<file path="src/rtl/instr_fetch_unit.sv">
// ============================================================================
// instr_fetch_unit
// ----------------------------------------------------------------------------
// Fetch stage of the single-cycle MIPS core.
//
// This block does the following:
//   - Owns the PC register.
//   - Requests instruction words from instruction memory using a req/ack
//     handshake.
//   - Holds the fetched instruction steady while it executes.
//   - Computes the next PC from the decoder's PCSrc/Branch outputs and the
//     ALU Zero flag.
//   - Counts retired instructions.
//   - Traps jump/branch targets that are not word-aligned. This applies
//     mainly to jr/jalr.
//
// Parameters
//   PC_RESET    PC value loaded on reset. Must be word-aligned.
//
// Ports
//   clk         core clock; all state updates on the rising edge
//   reset       asynchronous, active-low reset
//   imem_req    instruction-memory request (high only while fetching)
//   imem_addr   fetch address, always equal to PC
//   imem_ack    memory presents a valid imem_rdata this cycle
//   imem_rdata  instruction word from memory
//   Instruction latched instruction
//   OpCode      Instruction[31:26]
//   Funct       Instruction[5:0]
//   inst_valid  Instruction is executing this cycle
//   PC          address of the current instruction
//   PC_plus_4   PC + 4, also used as the jal/jalr link value
//   PCSrc       00 seq/branch, 01 j/jal, 10 jr/jalr, 11 same as 00
//   Branch      beq decoded
//   Zero        ALU zero flag
//   Databus_A   rs value, used as the jr/jalr target
//   hold        stretch the current execute cycle
//   retired     committed-instruction count
//   addr_err    sticky misaligned-target flag
// ============================================================================
module instr_fetch_unit #(
    parameter logic [31:0] PC_RESET = 32'h0040_0000
) (
    input  logic        clk,
    input  logic        reset,
    output logic        imem_req,
    output logic [31:0] imem_addr,
    input  logic        imem_ack,
    input  logic [31:0] imem_rdata,
    output logic [31:0] Instruction,
    output logic [5:0]  OpCode,
    output logic [5:0]  Funct,
    output logic        inst_valid,
    output logic [31:0] PC,
    output logic [31:0] PC_plus_4,
    input  logic [1:0]  PCSrc,
    input  logic        Branch,
    input  logic        Zero,
    input  logic [31:0] Databus_A,
    input  logic        hold,
    output logic [31:0] retired,
    output logic        addr_err
);

    // FSM encoding. IDLE is only reachable through reset.
    // ERR is only left through reset.
    localparam logic [1:0] IDLE  = 2'd0;
    localparam logic [1:0] FETCH = 2'd1;
    localparam logic [1:0] EXEC  = 2'd2;
    localparam logic [1:0] ERR   = 2'd3;

    // PCSrc encodings. 2'b11 is deliberately treated as sequential/branch.
    localparam logic [1:0] PCSRC_JUMP = 2'b01;
    localparam logic [1:0] PCSRC_JR   = 2'b10;

    logic [1:0]  state_q,    state_d;
    logic [31:0] pcQ_unused;
    logic [31:0] pc_q,       pc_d;
    logic [31:0] instr_q,    instr_d;
    logic [31:0] retired_q,  retired_d;
    logic        addr_err_q, addr_err_d;

    logic [31:0] pc_plus4;
    logic [31:0] jump_target;
    logic [31:0] branch_offset;
    logic [31:0] branch_target;
    logic [31:0] next_pc;
    logic        next_pc_aligned;

    // Sequential PC. All PC arithmetic is modulo 2^32, so 32'hFFFF_FFFC
    // wraps to zero without any special handling.
    assign pc_plus4 = pc_q + 32'd4;

    // Pseudo-direct jump target.
    // The upper nibble comes from PC+4; the low 28 bits come from the
    // 26-bit field, shifted to a word address.
    assign jump_target = {pc_plus4[31:28], instr_q[25:0], 2'b00};

    // Branch target. The 16-bit immediate is sign-extended and scaled to
    // bytes, then added to PC+4. This is the MIPS delay-slot-free form.
    assign branch_offset = {{14{instr_q[15]}}, instr_q[15:0], 2'b00};
    assign branch_target = pc_plus4 + branch_offset;

    // Next-PC selection.
    // This is purely combinational from the latched instruction and the
    // decoder/ALU inputs. It only matters on the EXEC edge with hold low.
    always_comb begin
        next_pc = pc_plus4;
        case (PCSrc)
            PCSRC_JUMP: next_pc = jump_target;
            PCSRC_JR:   next_pc = Databus_A;
            default: begin
                if (Branch && Zero) begin
                    next_pc = branch_target;
                end else begin
                    next_pc = pc_plus4;
                end
            end
        endcase
    end

    // Only a register target (jr/jalr) can actually be misaligned.
    // Checking the selected value still covers every path uniformly.
    assign next_pc_aligned = (next_pc[1:0] == 2'b00);

    // Next-state logic.
    // Every register holds its value by default, so a hold cycle in EXEC
    // or a wait cycle in FETCH simply falls through.
    // A faulting instruction leaves PC and retired untouched. Software
    // therefore sees the address of the offending jr/jalr.
    always_comb begin
        state_d    = state_q;
        pc_d       = pc_q;
        instr_d    = instr_q;
        retired_d  = retired_q;
        addr_err_d = addr_err_q;
        pcQ_unused = '0;

        case (state_q)
            IDLE: begin
                state_d = FETCH;
            end

            FETCH: begin
                if (imem_ack) begin
                    instr_d = imem_rdata;
                    state_d = EXEC;
                end
            end

            EXEC: begin
                if (!hold) begin
                    if (next_pc_aligned) begin
                        pc_d      = next_pc;
                        retired_d = retired_q + 32'd1;
                        state_d   = FETCH;
                    end else begin
                        addr_err_d = 1'b1;
                        state_d    = ERR;
                    end
                end
            end

            ERR: begin
                state_d = ERR;
            end

            default: begin
                state_d = IDLE;
            end
        endcase
    end

    // State registers.
    // The asynchronous reset discards any in-flight ack immediately,
    // because the instruction latch and the FSM both clear.
    always_ff @(posedge clk or negedge reset) begin
        if (!reset) begin
            state_q    <= IDLE;
            pc_q       <= PC_RESET;
            instr_q    <= '0;
            retired_q  <= '0;
            addr_err_q <= 1'b0;
        end else begin
            state_q    <= state_d;
            pc_q       <= pc_d;
            instr_q    <= instr_d;
            retired_q  <= retired_d;
            addr_err_q <= addr_err_d;
        end
    end

    // Outputs are decoded from registered state only.
    // imem_req therefore drops in the cycle after an accepted ack.
    assign imem_req    = (state_q == FETCH);
    assign imem_addr   = pc_q;
    assign inst_valid  = (state_q == EXEC);
    assign Instruction = instr_q;
    assign OpCode      = instr_q[31:26];
    assign Funct       = instr_q[5:0];
    assign PC          = pc_q;
    assign PC_plus_4   = pc_plus4;
    assign retired     = retired_q;
    assign addr_err    = addr_err_q;

endmodule

</file>
<file path="config.mk">
export PLATFORM = sky130hd
export DESIGN_NAME = instr_fetch_unit
export DESIGN_NICKNAME = d
export VERILOG_FILES = /design/src/rtl/instr_fetch_unit.sv
export SDC_FILE = /design/constraint.sdc
export NUM_CORES = 1
export LEC_CHECK = 0
export ABC_AREA = 1
export CAP_MARGIN = 10
export CORE_UTILIZATION = 52
export DETAILED_ROUTE_END_ITERATION = 8
export PLACE_DENSITY = 0.87
export SYNTH_ARGS = -nofsm -noshare
export SYNTH_HDL_FRONTEND = slang
export SYNTH_SLANG_ARGS = --single-unit
</file>
<file path="constraint.sdc">
create_clock -name clk -period 6.3 [get_ports clk]
set_input_delay 1.26 -clock clk [delete_from_list [all_inputs] [get_ports clk]]
set_output_delay 1.26 -clock clk [all_outputs]
set_load 0.01 [all_outputs]
</file>
; Word-level counts from Yosys, hierarchy flattened
; Cells that the tools add are included.
[word_totals]
register_bits = 99
inputBits = 72
out_inout_bits = 175
[op_classes]
addsub = 3
n_eq_ne = 7
muxes = 6
bitwise = 2
reduce_logical = 7
[op_table]
columns = op, count
row1 = one-hot mux 32 bit (2 select lines), 1
row2 = "adder 32 x 1 -> 32 bit, second input constant", 1
row3 = "adder 32 x 3 -> 32 bit, second input constant", 1
row4 = adder 32 bit, 1
row5 = two-way mux 32 bit, 1
row6 = one-hot mux 2 bit (4 select lines), 1
row7 = "== test 2 bit, second input constant", 3
row8 = two-way mux 2 bit, 3
row9 = AND reduction 3 bit, 2
row10 = "== test 2 x 1 -> 1 bit, second input constant", 2
row11 = logical NOT 2 bit, 2
row12 = AND reduction 2 bit, 2
row13 = "inequality test 2 x 1 -> 1 bit, second input constant", 1
row14 = "inequality test 2 bit, second input constant", 1
row15 = inverter 1 bit, 2
row16 = logical AND 1 bit, 1

; Logic depth before layout (Yosys ltp)
[logic_depth]
ltp_word = 8
mapped_depth = 27
ltp_nobuf = 27

; Worst setup path before layout
; OpenSTA, ideal clock, no wires.
[synth_path]
path_kind = input port to flip-flop
startpoint = in PCSrc[0]
endpoint = reg retired_q[26] (netlist: retired[26])
setup_ns = 0.119
arrival_time_ns = 2.696
t_required_ns = 6.181
path_slack_ns = 3.485
cell_stages = 12
path_buffers = 0
path_cell_list = inv_1 ha_1 inv_2 nand3_1 o211ai_4 nor2_4 nand2_1 nor3_2 nand2_1 nor2_2 nand3_1 and2_1
[synth_via]
elab_chain_cells = 4
elab_cells_between_ends = 5
[synth_lines]
columns = item, line_no
row1 = from (decl), 56  ; input logic [1:0] PCSrc,
row2 = == test 2 bit / == test 2 x 1 -> 1 bit (equally long branches), 109  ; case (PCSrc)
row3 = one-hot mux 32 bit (2 select lines) (*), 109
row4 = logical NOT 2 bit (*), 124  ; assign next_pc_aligned = (next_pc[1:0] == 2'b00);
row5 = AND reduction 3 bit (no line) (*), --
row6 = to (signal assigned), 188  ; retired_q <= retired_d;
row7 = to (decl), 80  ; logic [31:0] retired_q, retired_d;
; Every way passes the cells marked *; elsewhere a longest branch is shown, timed or not.
; A chain may end at the register's enable or synchronous reset.

; Worst setup path after layout
[layout_path]
startpoint = in PCSrc[0]
endpoint = reg retired_q[31] (netlist: retired[31])
; Same word-level chain as after synthesis.

==> flow_summary_export.csv <==
group,metric,value,unit
timing,slew_violations,0,
detailed_routing,antenna_left,0,
setup_path,crit_path_max_fanout,41,
detailed_routing,drt-total-wl,28100,µm
grt,grt_pass1_wl,44400,µm
synth,synth_adder_area_share,5.89,%
run_status,status,"complete, no violations",
synth,dominant_combinational_cell_family_by_area_after_synthesis,"simple AND/OR/NAND/NOR gates",
timing,fin_crit_sh,68.8,%
synth,synthDominantAreaCellType,"dfrtp_1",
finish,layout.nets,1501,
synth,synth_async_sr_flop_share,100,%
cts,cts-hold-fix-buffers,0,
run,max_cap_viol,0,
timing,finalSetupViolCount,0,
timing,finalHoldViolations,0,
detailed_routing,count_of_routing_violations_after_the_opening_detailed_route_iteration,866,
cts,cts-resized-gates,0,
grt,antenna_found_initial,0,
grt,track_usage,35.1,%
synth,synthDistinctLibCells,46,
setup_path,worst_setup_path_end_kind,"flip-flop",
floorplanning,chipHeight,128,µm
synth,postSynthNetCount,1313,
setup_path,worst_ep_arrival_time,4560,ps
timing,fin_ws,1970,ps
cts,clk_transition_reported_paths,70,ps
grt,grt_start_max_net_pins,71,
cts,cts_sinks,99,
finish,postLayoutCoreUtil,70.9,%
detailed_routing,viasPerCell,5.59,
synth,ys.warnings.count,0,
cts,cts_made_buffers,9,
synth,synth-seq-cells,99,
detailed_routing,vias,8988,
synth,postSynth.topFlopCell,"dfrtp_1",
detailed_routing,detailedRoute.firstPassIterationCount,5,
finish,num_antenna_cells,0,
power_and_ir_drop,combPwrFrac,67.2,%
power_and_ir_drop,vdd_ir_drop_max,349,µV
floorplanning,floorplan.die.width,128,µm
power_and_ir_drop,power_switching,2830,µW
finish,final_layout_size_suffix_gt1_share,5.01,%
floorplanning,ioPinCount,247,
cts,cts.htree.levels,3,
timing,rsz0062_at_grt,"false",
synth,synth_top_area_share,29.9,%
finish,leading_cell_type_in_the_layout_fill_and_taps_excluded,"nand2_1",
timing,layout_min_cycle_time,4330,ps
power_and_ir_drop,intPower,2970,µW
timing,achievable-frequency,0.231,GHz
placed_design,routabilityCongestion,0.932,
synth,synthesis.area_per_instance,6.81,µm²
timing,slew_headroom,26.9,%
floorplanning,row_count,45,
synth,yosysSeqAreaShare,30.2,%
power_and_ir_drop,power.share.switching,48.7,%
detailed_routing,wl_per_cell,17.5,µm
placed_design,place_ws,1650,ps
finish,area_growth_syn_to_layout,32.4,%
synth,synth_area,8200,µm²
floorplanning,floorplan.initialDensity,53.5,%
timing,finClkSkew,10.3,ps
synth,cell_count_after_synthesis,1203,
timing,tns,0,ps
power_and_ir_drop,power_per_cell_area,534,nW/µm²
worst_hold_path,hp-class,"reg -> reg",
grt,grt_overflow_total,0,
synth,synth_compound_area_share,11.4,%
cts,cts_root_buffer,"clkbuf_16",
finish,layout_common_cells,"352 x nand2_1, 245 x clkdlybuf4s50_1, 146 x inv_1",
cts,cts_buffer_depth,2,
cts,tritoncts,"yes",
synth,synth_edf_count,0,
placed_design,hpwlAfterDp,22000,µm
synth,yosys-mux-area-fraction,2.75,%
synth,yosys-top-cells-area,"dfrtp_1 30%, nand2_1 16%, inv_1 6.7%, ha_1 5.6%, nor2_1 5.1%",
finish,fillers,1275,
cts,worst_skew_pair.late_latency,350,ps
power_and_ir_drop,cellLeakagePower,0.00518,µW
setup_path,cp.required,6530,ps
setup_path,timing.setup.critical_path_class,"in -> reg",
timing,worst_pin_slew,1090,ps
floorplanning,floorplan.die_area,16300,µm²
power_and_ir_drop,p_clk_share,11.3,%
synth,synth_xor_area_share,5.74,%
synth,synth-simple-area-share,31.5,%
cts,post-cts-setup-buffers,0,
detailed_routing,drc,0,
placed_design,port-buffer-count,246,
power_and_ir_drop,power.sequential.fraction,21.5,%
floorplanning,fp.coreArea,15300,µm²
setup_path,start_kind,"primary input",
grt,grt_pass1_vias,8486,
cell families after synthesis:
| group | Yosys count |
|---|---|
| and+or+nand+nor | 610 |
| adders and majority gates | 38 |
| AOI/OAI and AO/OA | 160 |
| buffers and inverters | 224 |
| xor gates and xnor gates | 52 |
| DFF | 99 |
| muxes | 20 |
sequential cells by signal, summed over array words and instances (netlist names):
name	cells
addr_err	1
Instruction	32
retired	32
state_q	2
PC	32
routing by layer:
metal	track usage (%)	up-vias	wire length, µm
met4	9.94	0	570
li1	-	4206	-
met3	5.36	51	2710
met2	58.5	516	13200
met5	0	-	0
met1	47.3	4215	11600
stage by stage:
step / cell area (µm²) / hold WS, ps / power [µW] / instances
global route: 10900 / 516 / 6220 / 1607
CTS: 10900 / 492 / 5730 / 1607
global placement: 10500 / 443 / 4980 / 1591
floorplan: 8200 / 486 / 3570 / 1203
detailed placement: 10500 / 468 / 5050 / 1591
finish: 10900 / 487 / 5800 / 1607
area by class of cell:
class	count	area, µm²	share of cell area, %
clock buffers	11	243	2.24
clock inverters	5	108	0.991
repair buffers	251	2500	23.0
multi-input cells	880	4700	43.3
inverters	150	563	5.19
flip-flops and latches	99	2480	22.8
well taps	211	264	2.43
final timing paths:
check                          from         endpoint  slack [ps]  cells past startpoint
min in group asynchronous     reset      retired[31]         850                      1
min reg2reg                addr_err         addr_err         490                      1
max reg2reg                   PC[3]           PC[26]        2510                     22
max                        PCSrc[0]      retired[31]        1970                     12
min                        addr_err         addr_err         490                      1
max in group asynchronous     reset  Instruction[18]        4190                      2
worst max-delay path, stage by stage:
cell,delay (ps)
clkdlybuf4s50_1,480
inv_1,50
ha_1,270
buf_4,400
inv_2,320
o211ai_4,800
inv_2,350
nand3b_1,250
nor2_2,60
nand2_1,90
nor2_1,70
xor2_1,140
Yosys cell counts (3+ instances only):
library cell	number
a31oi_1	3
nor2_4	3
and2_1	5
nor4_1	3
dfrtp_1	98
clkbuf_1	23
buf_2	5
nor2_1	111
nand3b_1	6
xor2_1	39
a21oi_1	76
inv_2	3
a21o_1	4
nor3_1	23
a22oi_1	5
or2_2	4
nor3_2	5
ha_1	37
buf_4	46
o21ai_1	6
nand4_1	14
nand3_1	72
xnor2_1	11
o21bai_1	6
nand2_1	353
a221oi_1	12
mux2_2	20
inv_1	146
nor2_2	7
o21ai_0	36
power by group through the flow:
stage / Combinational [µW] / Sequential, µW / Clock (µW)
CTS: 3840 / 1230 / 657
finish: 3900 / 1250 / 658
global placement: 3750 / 1230 / 0
global route: 4260 / 1270 / 681
floorplan: 2360 / 1210 / 0
detailed placement: 3810 / 1240 / 0
Power figures use the tool's default switching activity.
